[src/rtl/sync_fifo_flex_if.sv]
// Handshake bundle for sync_fifo_flex: write side, read side, status and occupancy.
// Error-flag signals exist only when FIFO_ERR_FLAGS_EN is defined.
interface sync_fifo_flex_if #(
    parameter int DEPTH = 16,
    parameter int WIDTH = 8
);
    localparam int CNT_W = $clog2(DEPTH + 1);

    logic             flush;
    logic             wr_en;
    logic [WIDTH-1:0] data_in;
    logic             full;
    logic             almost_full;
    logic             rd_en;
    logic [WIDTH-1:0] data_out;
    logic             empty;
    logic             almost_empty;
    logic [CNT_W-1:0] count;
`ifdef FIFO_ERR_FLAGS_EN
    logic             overflow;
    logic             underflow;

    modport master (
        output flush, wr_en, data_in, rd_en,
        input  full, almost_full, data_out, empty, almost_empty, count,
               overflow, underflow
    );
    modport slave (
        input  flush, wr_en, data_in, rd_en,
        output full, almost_full, data_out, empty, almost_empty, count,
               overflow, underflow
    );
`else
    modport master (
        output flush, wr_en, data_in, rd_en,
        input  full, almost_full, data_out, empty, almost_empty, count
    );
    modport slave (
        input  flush, wr_en, data_in, rd_en,
        output full, almost_full, data_out, empty, almost_empty, count
    );
`endif
endinterface

[src/rtl/sync_fifo_flex.sv]
// Single-clock FIFO with standard/FWFT read mode, programmable thresholds and flush.
// Define FIFO_ERR_FLAGS_EN to add sticky overflow/underflow flags.
module sync_fifo_flex #(
    parameter int DEPTH         = 16,
    parameter int WIDTH         = 8,
    parameter int FWFT          = 0,
    parameter int AFULL_THRESH  = DEPTH - 2,
    parameter int AEMPTY_THRESH = 2
) (
    input logic           clk,
    input logic           reset,
    sync_fifo_flex_if.slave bus
);
    localparam int PTR_W = $clog2(DEPTH);
    localparam int CNT_W = $clog2(DEPTH + 1);

    logic [WIDTH-1:0] mem [DEPTH];
    logic [PTR_W-1:0] wr_ptr;
    logic [PTR_W-1:0] rd_ptr;
    logic [CNT_W-1:0] count_q;
    logic             empty_w;
    logic             full_w;
    logic             rd;
    logic             wr;

    // Explicit wrap so non-power-of-two depths work.
    function automatic logic [PTR_W-1:0] ptr_next(input logic [PTR_W-1:0] p);
        return (p == PTR_W'(DEPTH - 1)) ? '0 : p + 1'b1;
    endfunction

    assign empty_w = (count_q == '0);
    assign full_w  = (count_q == CNT_W'(DEPTH));
    assign rd      = bus.rd_en && !empty_w;
    assign wr      = bus.wr_en && (!full_w || rd);

    assign bus.empty        = empty_w;
    assign bus.full         = full_w;
    assign bus.almost_full  = (count_q >= CNT_W'(AFULL_THRESH));
    assign bus.almost_empty = (count_q <= CNT_W'(AEMPTY_THRESH));
    assign bus.count        = count_q;

    always_ff @(posedge clk or posedge reset) begin
        if (reset) begin
            wr_ptr  <= '0;
            rd_ptr  <= '0;
            count_q <= '0;
        end else if (bus.flush) begin
            wr_ptr  <= '0;
            rd_ptr  <= '0;
            count_q <= '0;
        end else begin
            if (wr) wr_ptr <= ptr_next(wr_ptr);
            if (rd) rd_ptr <= ptr_next(rd_ptr);
            case ({wr, rd})
                2'b10:   count_q <= count_q + 1'b1;
                2'b01:   count_q <= count_q - 1'b1;
                default: count_q <= count_q;
            endcase
        end
    end

    // Storage is not reset; flush and reset only discard it via the pointers.
    always_ff @(posedge clk) begin
        if (!bus.flush && wr) mem[wr_ptr] <= bus.data_in;
    end

    generate
        if (FWFT != 0) begin : g_fwft
            assign bus.data_out = mem[rd_ptr];
        end else begin : g_std
            logic [WIDTH-1:0] dout_q;
            always_ff @(posedge clk or posedge reset) begin
                if (reset)                   dout_q <= '0;
                else if (!bus.flush && rd)   dout_q <= mem[rd_ptr];
            end
            assign bus.data_out = dout_q;
        end
    endgenerate

`ifdef FIFO_ERR_FLAGS_EN
    logic overflow_q;
    logic underflow_q;

    always_ff @(posedge clk or posedge reset) begin
        if (reset) begin
            overflow_q  <= 1'b0;
            underflow_q <= 1'b0;
        end else if (bus.flush) begin
            overflow_q  <= 1'b0;
            underflow_q <= 1'b0;
        end else begin
            if (bus.wr_en && !wr)       overflow_q  <= 1'b1;
            if (bus.rd_en && empty_w)   underflow_q <= 1'b1;
        end
    end

    assign bus.overflow  = overflow_q;
    assign bus.underflow = underflow_q;
`endif
endmodule

[src/flat_wrapper.sv]
// flat-port wrapper written by rule: the top's interface ports become plain ports
module sync_fifo_flex_flat 
#(
    parameter int DEPTH         = 16,
    parameter int WIDTH         = 8,
    parameter int FWFT          = 0,
    parameter int AFULL_THRESH  = DEPTH - 2,
    parameter int AEMPTY_THRESH = 2
)
  (clk, reset, bus_flush, bus_wr_en, bus_data_in, bus_rd_en, bus_full, bus_almost_full, bus_data_out, bus_empty, bus_almost_empty, bus_count);
  sync_fifo_flex_if #(.DEPTH(DEPTH), .WIDTH(WIDTH)) bus_i ();
  input logic clk;
  input logic reset;
  input wire logic [$bits(bus_i.flush)-1:0] bus_flush;
  input wire logic [$bits(bus_i.wr_en)-1:0] bus_wr_en;
  input wire logic [$bits(bus_i.data_in)-1:0] bus_data_in;
  input wire logic [$bits(bus_i.rd_en)-1:0] bus_rd_en;
  output wire logic [$bits(bus_i.full)-1:0] bus_full;
  output wire logic [$bits(bus_i.almost_full)-1:0] bus_almost_full;
  output wire logic [$bits(bus_i.data_out)-1:0] bus_data_out;
  output wire logic [$bits(bus_i.empty)-1:0] bus_empty;
  output wire logic [$bits(bus_i.almost_empty)-1:0] bus_almost_empty;
  output wire logic [$bits(bus_i.count)-1:0] bus_count;
  assign bus_i.flush = bus_flush;
  assign bus_i.wr_en = bus_wr_en;
  assign bus_i.data_in = bus_data_in;
  assign bus_i.rd_en = bus_rd_en;
  assign bus_full = bus_i.full;
  assign bus_almost_full = bus_i.almost_full;
  assign bus_data_out = bus_i.data_out;
  assign bus_empty = bus_i.empty;
  assign bus_almost_empty = bus_i.almost_empty;
  assign bus_count = bus_i.count;
  sync_fifo_flex #(.DEPTH(DEPTH), .WIDTH(WIDTH), .FWFT(FWFT), .AFULL_THRESH(AFULL_THRESH), .AEMPTY_THRESH(AEMPTY_THRESH)) u_core (.clk(clk), .reset(reset), .bus(bus_i));
endmodule
[config.mk]
export PLATFORM = sky130hd
export DESIGN_NAME = sync_fifo_flex_flat
export DESIGN_NICKNAME = d
export VERILOG_FILES = /design/src/rtl/sync_fifo_flex_if.sv /design/src/rtl/sync_fifo_flex.sv /design/src/flat_wrapper.sv
export SDC_FILE = /design/constraint.sdc
export NUM_CORES = 1
export LEC_CHECK = 0
export CAP_MARGIN = 40
export CORE_ASPECT_RATIO = 1.25
export CORE_MARGIN = 2
export CORE_UTILIZATION = 60
export DETAILED_ROUTE_END_ITERATION = 10
export GPL_ROUTABILITY_DRIVEN = 0
export HOLD_SLACK_MARGIN = 0.02
export PLACE_DENSITY = 0.79
export RECOVER_POWER = 50
export SYNTH_ARGS = -nofsm -noshare
export SYNTH_HDL_FRONTEND = slang
export SYNTH_SLANG_ARGS = --single-unit
[constraint.sdc]
create_clock -name clk -period 8.8 [get_ports clk]
set_clock_uncertainty 0.15 [all_clocks]
set_input_delay 1.32 -clock clk [delete_from_list [all_inputs] [get_ports clk]]
set_output_delay 1.32 -clock clk [all_outputs]
set_load 0.02 [all_outputs]
==> flow_summary.yaml <==
status:
  run_status: "finished clean"
timing:
  setup_viol: 0
  relSlewSlack_pct: 22.1
  final_max_slew_viol_count: 0
  clock.fmax_mhz: 241
  finalHoldViolCount: 0
  tns_ns: 0
  period_share_pct: 47.1
  period_needed_ns: 4.15
  tightest_slew_ns: 1.16
  rsz0062_at_grt: "false"
logic_synthesis:
  synth_cell_types: 49
  yosysMostFrequentCell: "edfxtp_1"
  synth_top_area_share_pct: 62.1
  synth_common_cells: "edfxtp_1 (128), mux4_2 (32), dfrtp_1 (21), nor2_1 (19), mux2i_1 (18)"
  synth-seq-cells: 149
  synth_area_um2: 6190
  synth_nets: 363
  synth-edff-count: 128
  async_flop_share_pct: 14.1
  yosysTopAreaCell: "edfxtp_1"
  yosys_warnings: 0
  ys.flop_type: "edfxtp_1"
  synth.yosys.seq_area_share_pct: 70.6
  postSynthCellCount: 341
  yosys-top-cells-area: "edfxtp_1 (62%), mux4_2 (12%), dfrtp_1 (8.5%)"
  avgSynthCellArea_um2: 18.1
critical_path:
  cpPeakStageDelay_ns: 0.70
  crit_arrival_ns: 4.25
  crit_type: "in -> reg"
  cp_cell_sequence: "dlygate4sd3_1 > o21ai_0 > nor2_2 > inv_1 > fa_1 > nor2b_1 > o21ai_0 > a211o_1 > a31oi_1 > a21oi_1"
  cp-end-kind: "flop"
  critPathMaxFanout: 8
  r2r_slack_ns: 5.04
  critPathRequiredTime_ns: 8.91
  r2r-start: "u_core.bus.count[0]"
  crit_family: "compound AO/OA/AOI/OAI gates"
  slowest_stage: "dlygate4sd3_1"
  r2r-end: "u_core.bus.count[4]"
  reg2reg_depth: 9
  worst-path-buf-inv: 2
  cpMostUsedCell: "o21ai_0"
  startpoint_type: "input port"
final_layout:
  regArea_um2: 4370
  num-fill-cells: 625
  area_growth_pct: 16.9
  final_net_count: 395
  drive_gt1_share_pct: 19.7
  stdcell_area_um2: 7230
  antennaDiodeCount: 0
  multi_input_area_um2: 1660
drt:
  ant_nets: 0
  wire_per_inst_um: 24.3
  routed_wl_um: 12500
  drc_errors: 0
  first_iter_violations: 316
  dr.pass1.iters: 5
  via_count: 3295
  via_per_inst: 6.40
min_path:
  hold_depth: 2
  hp-class: "reg -> reg"
  min_from: "u_core.bus.data_out[2]"
  hold_end: "u_core.bus.data_out[2]"
floorplan:
  die_x_um: 94.8
  die_area_um2: 11100
  io_pins: 30
  initial_core_util_pct: 61.5
  num_rows: 41
  die_h_um: 118
  core_area_um2: 10100
clocking:
  cts_buffers: 17
  h-tree-depth: 4
  cts_hold_buffers: 0
  cts_setup_buffers: 0
  cts_resized: 0
  insertion_delay_ns: 0.41
  clk_path_buf_depth: 2
  tritoncts: "yes"
  ctsRootBufferMaster: "clkbuf_16"
  cts_sinks: 149
  clkTransAtPathRegs_ns: 0.06
placed_design:
  dpl.hpwl_um: 7570
  numPortBuffers: 29
  post_dp_cell_area_um2: 6600
pwr:
  p_leak_nw: 2.42
  ir_worst_vdd_v: 0.000190
  powerDensity_nw_per_um2: 275
global_route:
  grt_max_degree: 36
  grt_pass1_wl_um: 19400
  antenna_found_initial: 0
  grt_pass1_vias: 3446
  grt_overflow_total: 0
  grt_usage_pct: 24.9
flow_run:
  maxCapViolCount: 0
-- tightest hold or removal path: cells and delay by family, from the launching register on --
kind             cells  cell delay (ns)
AO/OA/AOI/OAI        1             0.06
flip-flops           1             0.34
AND/OR/NAND/NOR      1             0.05
-- layout make-up --
| type | count | share of cell area [%] |
|---|---|---|
| Multi-Input combinational cell | 161 | 22.9 |
| Tap cell | 129 | 2.23 |
| Timing Repair Buffer | 33 | 4.67 |
| Clock inverter | 14 | 3.20 |
| Sequential cell | 149 | 60.4 |
| Inverter | 11 | 0.571 |
| Clock buffer | 18 | 5.93 |
-- routing by layer --
metal	part of all wire [%]	track usage, %
met1	39	32.5
met2	51	39.2
met3	5.9	5.95
met4	4.0	12.4
met5	0	0
-- cells in the final DEF, fill, tap and decap left out, types with 10 or more instances in the layout --
master and count:
inv_1 11, nor2_1 19, mux2i_1 18, clkbuf_16 17, mux4_2 32, edfxtp_1 128
dlygate4sd3_1 10, dfrtp_1 19, clkdlybuf4s50_1 19, nand2_1 13
-- power breakdown --
part	total, W	internal (W)	leakage (nW)	switching (W)
sequential	0.000844	0.000802	1.42	0.0000426
clock	0.000797	0.000530	0.316	0.000267
combinational	0.000347	0.000166	0.675	0.000181
-- sequential cells by signal (all words and copies together) (netlist names) --
signal / flops
u_core.bus.data_out: 8
u_core.bus.count: 5
u_core.wr_ptr: 4
u_core.rd_ptr: 4
u_core.mem: 128
-- kinds of logic (layout without fill, tap and decap cells) --
family | after synthesis | count (layout) | synth area share [%]
buffers and inverters | 31 | 76 | 2.26
flip-flops | 149 | 149 | 70.6
multiplexers | 54 | 54 | 15.3
AND/OR/NAND/NOR | 65 | 65 | 5.54
XOR/XNOR | 3 | 3 | 0.425
AO/OA/AOI/OAI | 30 | 30 | 3.92
adder cells (fa/ha/maj) | 9 | 9 | 1.94
-- metrics by stage --
stage | instances | utilization (%) | power [W] | setup slack [ns] | hold WS [ns]
6_report | 515 | 71.9 | 0.00199 | 4.65 | 0.344
3_5_place_dp | 483 | 65.6 | 0.00121 | 4.54 | 0.323
3_3_place_gp | 480 | 65.2 | 0.00120 | 4.72 | 0.328
4_1_cts | 515 | 72.2 | 0.00201 | 4.84 | 0.338
2_1_floorplan | 341 | - | 0.00108 | 5.47 | 0.406
5_1_grt | 515 | 71.9 | 0.00207 | 4.44 | 0.376
-- worst max-delay path by stage --
| stage | start | end | cells past startpoint |
|---|---|---|---|
| 2_1_floorplan | bus_rd_en | u_core.bus.count[4] | 10 |
| 3_3_place_gp | bus_rd_en | u_core.bus.count[4] | 10 |
| 3_5_place_dp | bus_rd_en | u_core.bus.count[4] | 10 |
| 4_1_cts | u_core.bus.count[0] | bus_full | 3 |
| 5_1_grt | bus_rd_en | u_core.bus.count[4] | 10 |
| 6_report | bus_rd_en | u_core.bus.count[4] | 10 |
(Power assumes the default switching activity.)
==> RTL edit: new RTL, config.mk and constraints unchanged <==
`FWFT` is set to 0 in 2 places; all go to 1.
--- a/src/rtl/sync_fifo_flex.sv
+++ b/src/rtl/sync_fifo_flex.sv
@@ -3,7 +3,7 @@
 module sync_fifo_flex #(
     parameter int DEPTH         = 16,
     parameter int WIDTH         = 8,
-    parameter int FWFT          = 0,
+    parameter int FWFT          = 1,
     parameter int AFULL_THRESH  = DEPTH - 2,
     parameter int AEMPTY_THRESH = 2
 ) (
--- a/src/flat_wrapper.sv
+++ b/src/flat_wrapper.sv
@@ -3,7 +3,7 @@
 #(
     parameter int DEPTH         = 16,
     parameter int WIDTH         = 8,
-    parameter int FWFT          = 0,
+    parameter int FWFT          = 1,
     parameter int AFULL_THRESH  = DEPTH - 2,
     parameter int AEMPTY_THRESH = 2
 )
Check against the original RTL: not equivalent (Yosys sat finds a counterexample within 4 cycles, from zero or initial values and one cycle with reset high).
==> RTL edit against the unedited design <==
Sequential power decreased by 4.7%. Routed wire length shrank 5.1%. Synthesized area down 4.5%. Power rose by 0.12%. Setup slack lost 0.30 ns. Sequential cell count is 8 lower. Global-route usage down 0.084 points. Final area down 4.4%. Critical path type is now flop to output port. Highest routed layer unchanged.
==> RTL edit: results (changes against the unedited design) <==
status=complete, no violations; Synth async-reset ratio=9.220% (-4.9 points); cts bufs inserted=17 (unchanged); ranking of synthesized cells by area=edfxtp_1 65%, mux4_2 12%, dfrtp_1 5.5%; Max VDD drop=208.5 uV (+9.6%); Min-Delay Path Depth=2 (unchanged); GR Util All Layers=24.83% (-0.084 points); Clock H-tree levels=4 (unchanged); drt first pass iters=4 (-1); CP Max Fanout=24 (+16); Slew HR=42.35% (+20 points); sequential area share after synthesis=70.58% (about the same); First DRT Iteration DRCs=321 (+1.6%); global-route wire length before repair=18.89 mm (-2.8%); post-route worst hold slack=0.4891 ns (+0.1455 ns); Post-synth top cells=128 x edfxtp_1, 32 x mux4_2, 18 x nor2_1; number of flops mapped to enable cells by yosys=128 (unchanged); ant diodes=0 (unchanged); clock tree buffer depth=2 (unchanged); initial antenna violation count=0 (unchanged); hold path endpoint=u_core.wr_ptr[1]$_DFFE_PP0P_; PostCTS Resize Cnt=0 (unchanged); Hold Crit Class=flop to flop; Largest stage delay, worst path=0.59 ns (-0.11 ns); r2r endpoint=u_core.bus.count[4]$_DFFE_PP0P_; setup repair bufs after CTS=0 (unchanged); Worst path top cell family by delay=buffers and inverters; drt wl/cell=23.44 um (-3.5%); RR Startpoint=u_core.bus.count[0]$_DFFE_PP0P_; Cell variety after synth=46 (-6.1%); syn_nets=358 (-1.4%); R2R setup slack=5.76 ns (+0.72 ns); largest net degree at the start of global routing=36 (unchanged); Leakage=2.317 nW (-4.0%); Hold Startpoint=u_core.wr_ptr[1]$_DFFE_PP0P_; Synth warnings=0 (unchanged); Root Buffer=clkbuf_16; number of flip-flops in the largest register=128 (unchanged); Largest Register=u_core.mem; layout cell share with drive strength beyond 1=17.89% (-1.8 points); nets@finish=390 (-1.3%); via count=3223 (-2.2%); critical path's slowest cell=dfrtp_2; IO Port Bufs=29 (unchanged); Worst-path clk slew=0.05 ns; worst path arrival time=2.98 ns (-1.27 ns); worst skew pair latency=0.41 ns (about the same); Detailed Place HPWL=7.323 mm (-3.3%); vias in the first global route=3293 (-4.4%); Hold Vio Cnt, Final=0 (unchanged); Worst R2R Path Depth=8 (-1)
## RTL edit: kinds of logic after synthesis
kind of cell,synth area share [%]
xor+xnor,0.4449
flops,70.58
fa+ha+maj,2.034
buf+inv,2.076
simple gates,6.461
compound gates,5.338
mux,13.07
## RTL edit: worst min-delay path, cell delays in order (launching register included)
cell     delay (ns)
dfrtp_1        0.42
mux2i_1        0.10
nor2_1         0.08
## RTL edit: where the power goes
group          internal [mW]  switching (mW)  leakage (nW)
logic                  0.218           0.213         0.686
registers              0.750          0.0545          1.33
clock network          0.498           0.257         0.305
total                   1.47           0.525          2.32
## RTL edit: final cells by class
cell class              instances  area (um2)
inverters                      13       48.80
repair buffers                 30       297.8
clock inverters                13       197.7
multi-input cells             165        1608
fillers                       595        2699
well taps                     126       157.7
flip-flops and latches        141        4172
clock buffers                  18       429.2
## RTL edit: stage by stage
| stage | cell area, um2 | instances | setup WS [ns] |
|---|---|---|---|
| 2_1_floorplan | 5907 | 336 | 5.550 |
| 3_3_place_gp | 6291 | 475 | 4.722 |
| 3_5_place_dp | 6291 | 475 | 4.589 |
| 4_1_cts | 6918 | 506 | 4.303 |
| 5_1_grt | 6910 | 506 | 4.154 |
| 6_report | 6910 | 506 | 4.354 |
## RTL edit: how the worst max path moves through the flow
stage | from | end | slack, ns
after floorplan | u_core.bus.count[4]$_DFFE_PP0P_ | bus_almost_empty | 5.55
after global placement | bus_flush | u_core.mem[8][3]$_DFFE_PP_ | 4.72
final | u_core.rd_ptr[0]$_DFFE_PP0P_ | bus_data_out[2] | 4.35
after detailed placement | bus_flush | u_core.mem[10][3]$_DFFE_PP_ | 4.59
after CTS | u_core.rd_ptr[0]$_DFFE_PP0P_ | bus_data_out[2] | 4.30
after global routing | u_core.rd_ptr[0]$_DFFE_PP0P_ | bus_data_out[2] | 4.15
## RTL edit: per-layer routing
layer,vias to the layer above,track usage [%],wire length (um)
met3,20,6.356,534
met4,0,9.706,238
met2,113,40.92,6323
li1,1405,-,-
met5,-,0,0
met1,1685,32.37,4762
